**src/rtl/tmp101_fahrenheit_display.sv**
```systemverilog
// TMP101 consumer: samples degC, converts to degF with a serial
// divider and double dabble, and scans a 4-digit 7-segment display.
module tmp101_fahrenheit_display #(
  parameter int SAMPLE_DIV  = 50_000_000,
  parameter int REFRESH_DIV = 100_000
) (
  input  logic       clock,
  input  logic       Reset,
  input  logic       DONE,
  input  logic [7:0] ReceivedData,
  output logic       Start,
  output logic       Valid,
  output logic [9:0] TempF,
  output logic [3:0] Anodes,
  output logic [6:0] Segments
);
  localparam int SW = $clog2(SAMPLE_DIV);
  localparam int RW = $clog2(REFRESH_DIV);
  localparam logic [6:0] BLANK = 7'h7F;
  localparam logic [6:0] MINUS = 7'h3F;

  typedef enum logic [2:0] {
    IDLE, START, WAIT, DIV, BCD, LOAD
  } state_t;

  state_t            state;
  logic [SW-1:0]     samp_cnt;
  logic [RW-1:0]     scan_cnt;
  logic [1:0]        idx;
  logic              pending;
  logic              done_d;
  logic              neg;
  logic [10:0]       quo;
  logic [2:0]        rem;
  logic [3:0]        step;
  logic [11:0]       bcd;
  logic [3:0][6:0]   digit;

  logic signed [11:0] c12;
  logic signed [11:0] n;
  logic [10:0]        mag;
  logic [3:0]         trial;
  logic               ge;
  logic [11:0]        badj;
  logic [8:0]         q9;
  logic               negf;

  function automatic logic [3:0] adj(input logic [3:0] x);
    return (x >= 4'd5) ? x + 4'd3 : x;
  endfunction

  function automatic logic [6:0] seg7(input logic [3:0] d);
    case (d)
      4'd0:    return 7'h40;
      4'd1:    return 7'h79;
      4'd2:    return 7'h24;
      4'd3:    return 7'h30;
      4'd4:    return 7'h19;
      4'd5:    return 7'h12;
      4'd6:    return 7'h02;
      4'd7:    return 7'h78;
      4'd8:    return 7'h00;
      4'd9:    return 7'h10;
      default: return BLANK;
    endcase
  endfunction

  // N = 9*C + 160 so that F = trunc(N / 5)
  assign c12   = {{4{ReceivedData[7]}}, ReceivedData};
  assign n     = (c12 <<< 3) + c12 + 12'sd160;
  assign mag   = n[11] ? 11'(-n) : n[10:0];
  assign trial = {rem, quo[10]};
  assign ge    = trial >= 4'd5;
  assign badj  = {adj(bcd[11:8]), adj(bcd[7:4]), adj(bcd[3:0])};
  assign q9    = quo[8:0];
  assign negf  = neg && (q9 != 9'd0);

  always_ff @(posedge clock) begin
    if (!Reset) begin
      state    <= IDLE;
      samp_cnt <= '0;
      scan_cnt <= '0;
      idx      <= 2'd0;
      pending  <= 1'b1;
      done_d   <= 1'b0;
      neg      <= 1'b0;
      quo      <= '0;
      rem      <= '0;
      step     <= '0;
      bcd      <= '0;
      digit    <= {4{BLANK}};
      Start    <= 1'b0;
      Valid    <= 1'b0;
      TempF    <= '0;
      Anodes   <= 4'b1110;
      Segments <= BLANK;
    end else begin
      done_d <= DONE;
      Start  <= 1'b0;

      if (samp_cnt == SW'(SAMPLE_DIV - 1)) begin
        samp_cnt <= '0;
        pending  <= 1'b1;
      end else begin
        samp_cnt <= samp_cnt + 1'b1;
      end

      if (scan_cnt == RW'(REFRESH_DIV - 1)) begin
        scan_cnt <= '0;
        idx      <= idx + 2'd1;
      end else begin
        scan_cnt <= scan_cnt + 1'b1;
      end
      Anodes   <= ~(4'b0001 << idx);
      Segments <= digit[idx];

      unique case (state)
        IDLE: begin
          if (pending) begin
            pending <= 1'b0;
            Start   <= 1'b1;
            state   <= START;
          end
        end
        START: state <= WAIT;
        WAIT: begin
          if (!done_d && DONE) begin
            neg   <= n[11];
            quo   <= mag;
            rem   <= '0;
            step  <= '0;
            bcd   <= '0;
            state <= DIV;
          end
        end
        DIV: begin
          rem  <= ge ? 3'(trial - 4'd5) : trial[2:0];
          quo  <= {quo[9:0], ge};
          step <= step + 4'd1;
          if (step == 4'd10) begin
            step  <= '0;
            state <= BCD;
          end
        end
        BCD: begin
          // rotate so the quotient is intact again for LOAD
          bcd      <= {badj[10:0], quo[8]};
          quo[8:0] <= {quo[7:0], quo[8]};
          step     <= step + 4'd1;
          if (step == 4'd8) begin
            step  <= '0;
            state <= LOAD;
          end
        end
        LOAD: begin
          TempF    <= neg ? -{1'b0, q9} : {1'b0, q9};
          Valid    <= 1'b1;
          digit[3] <= negf ? MINUS : BLANK;
          digit[2] <= (bcd[11:8] != 4'd0) ? seg7(bcd[11:8]) : BLANK;
          digit[1] <= (bcd[11:4] != 8'd0) ? seg7(bcd[7:4]) : BLANK;
          digit[0] <= seg7(bcd[3:0]);
          state    <= IDLE;
        end
        default: state <= IDLE;
      endcase
    end
  end
endmodule

```
**config.mk**
```make
export PLATFORM = sky130hd
export DESIGN_NAME = tmp101_fahrenheit_display
export DESIGN_NICKNAME = d
export VERILOG_FILES = /design/src/rtl/tmp101_fahrenheit_display.sv
export SDC_FILE = /design/constraint.sdc
export NUM_CORES = 1
export LEC_CHECK = 0
export BUFFER_PORTS_ARGS = -buffer_cell sky130_fd_sc_hd__buf_2
export CORE_ASPECT_RATIO = 2
export CORE_UTILIZATION = 60
export DETAILED_ROUTE_END_ITERATION = 10
export GPL_TIMING_DRIVEN = 0
export HOLD_SLACK_MARGIN = 0.1
export PLACE_DENSITY = 0.78
export SYNTH_ARGS = -nofsm -noshare
export SYNTH_HDL_FRONTEND = slang
export SYNTH_SLANG_ARGS = --single-unit
```
**constraint.sdc**
```tcl
create_clock -name clock -period 5.6 [get_ports clock]
set_input_delay 0.56 -clock clock [delete_from_list [all_inputs] [get_ports clock]]
set_output_delay 0.56 -clock clock [all_outputs]
set_load 0.03 [all_outputs]
```
==> summary.txt <==
Die X = 79.42 microns
Register-to-Register Path Depth = 9
Die Y = 156.8 microns
Post-Syn Instances = 836
Syn_nets = 894
Clock sinks = 140
Die ar. = 0.01246 sq mm
Slew @ Worst Pin = 0.6896 ns
Worst Path Required = 5.93 ns
Worst VDD drop = 0.0002727 V
Post-CTS setup repair buffer count = 0
Seq/Total Area, Yosys = 0.3896
Worst reg-to-reg setup slack = 2.79 ns
Slew Limit Fails = 0
Worst-case clock buffer depth = 2
Clock input transition at the sequential cells of the worst setup and hold paths = 0.06 ns
Status = complete, no violations
Pwr dens = 326.2 mW/mm^2
Total grt overflow = 0
Via density = 5.967
Drt total wl = 17560 microns
RSZ-0062 raised after global routing = false
Total CTS buffers = 17
Post-cts resize count = 0
DRC viols = 0
Critical Path End = quo[9]$_SDFFE_PN0P_
Setup WS post-layout = 2.431 ns
Post-DP HPWL = 13140 microns
Post-route cell area = 0.008159 sq mm
H-tree depth = 4
Clock root cell = clkbuf_16
Critical path peak fanout = 3
Tot GR Track Use = 0.2962
Synth Flop Type = dfxtp_1
Clk_lat worst skew = 0.42 ns
Rows = 56
Mapped cell area = 0.007193 sq mm
Share of cells above drive strength 1 = 0.1154
RePlAce Congestion = 0.8715
Top-count cell post-synth = dfxtp_1
Area occupied by multi-input gates = 0.004065 sq mm
Leakage = 3.174 nW
Avg Cell Area, Syn = 8.604 sq um
Buffers on Ports = 33
Most instantiated cells after synthesis = dfxtp_1, nor2_1, nand2_1, ha_1, inv_1
Async S/R FF share, synth = 0
Pre-CTS WS = 2.068 ns
Worst clock skew = 0.008911 ns
Worst setup startpoint = ReceivedData[1]
Yosys warning total = 0
Number of global-route vias before repair = 6280
Nets = 946
TNS Setup = 0 ns
Met3 usage = 0.06297
CP Launch Type = primary input
Via count = 6241
Number of flops mapped to enable cells by yosys = 0
Post-detailed-route count of antenna-violating nets = 0
Synth unique cells = 83
Finish-stage setup viols = 0
Met1 Use GR = 0.2562
Max Freq = 315.6 MHz
Core area = 0.01170 sq mm
Sequential cell area = 0.002803 sq mm
Hold_sp = DONE
Final hold slack = 0.4336 ns
Register bit total from synthesis = 140
Initial core utilization = 0.6147
Cell taking the most area after synthesis = dfxtp_1
Worst Setup Path Type = primary input to register
Largest net degree at the start of global routing = 17
Final hold violation count = 0
Rel. slew slack = 0.5338
Area grow syn2layout = 13.43%
Area share of the largest cell type after synthesis = 0.3896
Final min period = 3.169 ns
Min-delay worst type = primary input to register
Period utilisation layout = 0.5659
CTS tree = yes
Fill cells = 908
DR pass1 iterations = 5
Drt wl/cell = 16.79 microns
Hold buffer count at CTS = 0
CP Data Arrival Time = 3.50 ns
N_diodes = 0
GR Util met2 = 0.5954
Setup crit end kind = register
Max-Cap Viols = 0
Antenna violations before repair = 0
Initial DRC count = 368
First-pass GRT wire length = 28510 microns
Placed cell areas = 0.007540 sq mm
GRT busiest layer = met2
Synth area leaders = dfxtp_1, ha_1, nor2_1
Top Ports = 34
Reg2Reg Launch Point = state[0]$_SDFFE_PN0P_
[metal layers]
metal	vias up	wire, microns
met4	0	718
met2	155	10260
met3	52	458
met1	2987	6122
li1	3047	-
met5	-	0
[final cells by class]
type                       count  area share
buffer                        36     0.01963
clock buffer                  19     0.05551
clock inverter                13     0.02040
inverter                      44     0.02024
multi-input combinational    616      0.4982
sequential                   140      0.3435
tap                          145     0.02224
timing repair buffer          33     0.02024
[cell families (layout without fill, tap and decap cells)]
kind of cell / after synthesis / count (layout) / share of synthesized area
flops: 140 / 140 / 0.3896
fa+ha+maj: 47 / 47 / 0.08280
simple gates: 307 / 307 / 0.2053
compound gates: 191 / 191 / 0.1847
mux: 18 / 18 / 0.02783
buf+inv: 80 / 145 / 0.04522
xor+xnor: 53 / 53 / 0.06453
[placed cells by master, fill, tap and decap left out, types with 17 or more instances in the layout]
| cell type | synthesis | routed |
|---|---|---|
| buf_2 | 8 | 41 |
| inv_1 | 43 | 43 |
| dfxtp_1 | 140 | 140 |
| ha_1 | 46 | 46 |
| xor2_1 | 31 | 31 |
| nand3_1 | 22 | 22 |
| clkbuf_16 | 0 | 17 |
| nor2_1 | 104 | 104 |
| o22ai_1 | 21 | 21 |
| a22oi_1 | 17 | 17 |
| xnor2_1 | 22 | 22 |
| a211oi_1 | 18 | 18 |
| a21oi_1 | 36 | 36 |
| o21ai_0 | 30 | 30 |
| nand2_1 | 86 | 86 |
| clkbuf_1 | 24 | 24 |
[where the power goes]
part           switching [mW]  total, mW  internal (mW)  leakage [nW]
Clock                   0.434       1.16          0.726         0.296
Combinational           0.265      0.427          0.162          1.75
Sequential             0.0372       1.07           1.04          1.13
[worst max-delay path: stages]
cell and delay (ns):
buf_2 0.12, ha_1 0.29, ha_1 0.25, fa_1 0.44, xnor2_1 0.29, nor4b_1 0.61
o221ai_1 0.29, o211a_1 0.30, xnor2_1 0.13, o31ai_1 0.21
[flip-flops by register name (all words and copies together), names as in the netlist, named ones only]
| name | flops |
|---|---|
| pending | 1 |
| state | 3 |
| done_d | 1 |
| Segments | 7 |
| scan_cnt | 17 |
| digit | 22 |
| Anodes | 4 |
| idx | 2 |
| rem | 3 |
| Start | 1 |
| step | 4 |
| Valid | 1 |
| quo | 11 |
| neg | 1 |
| bcd | 12 |
| TempF | 10 |
| samp_cnt | 26 |
[metrics by stage]
stage	std cells	total power, mW	utilization
5_1_grt	1046	2.765	0.6973
3_5_place_dp	1014	1.510	0.6444
2_1_floorplan	836	1.399	-
6_report	1046	2.661	0.6973
3_3_place_gp	1014	1.492	0.6444
4_1_cts	1046	2.664	0.6973
[how the worst min path moves through the flow]
stage / to / slack, ns / cells past startpoint
after floorplan: samp_cnt[0]$_SDFF_PP0_ / 0.41 / 1
after detailed placement: digit[20]$_SDFFE_PN1N_ / 0.43 / 2
after CTS: done_d$_SDFF_PN0_ / 0.43 / 2
after global placement: digit[10]$_SDFFE_PN1N_ / 0.42 / 2
final: done_d$_SDFF_PN0_ / 0.43 / 2
after global routing: done_d$_SDFF_PN0_ / 0.45 / 2
No activity file was read; power rests on OpenSTA's default activity.
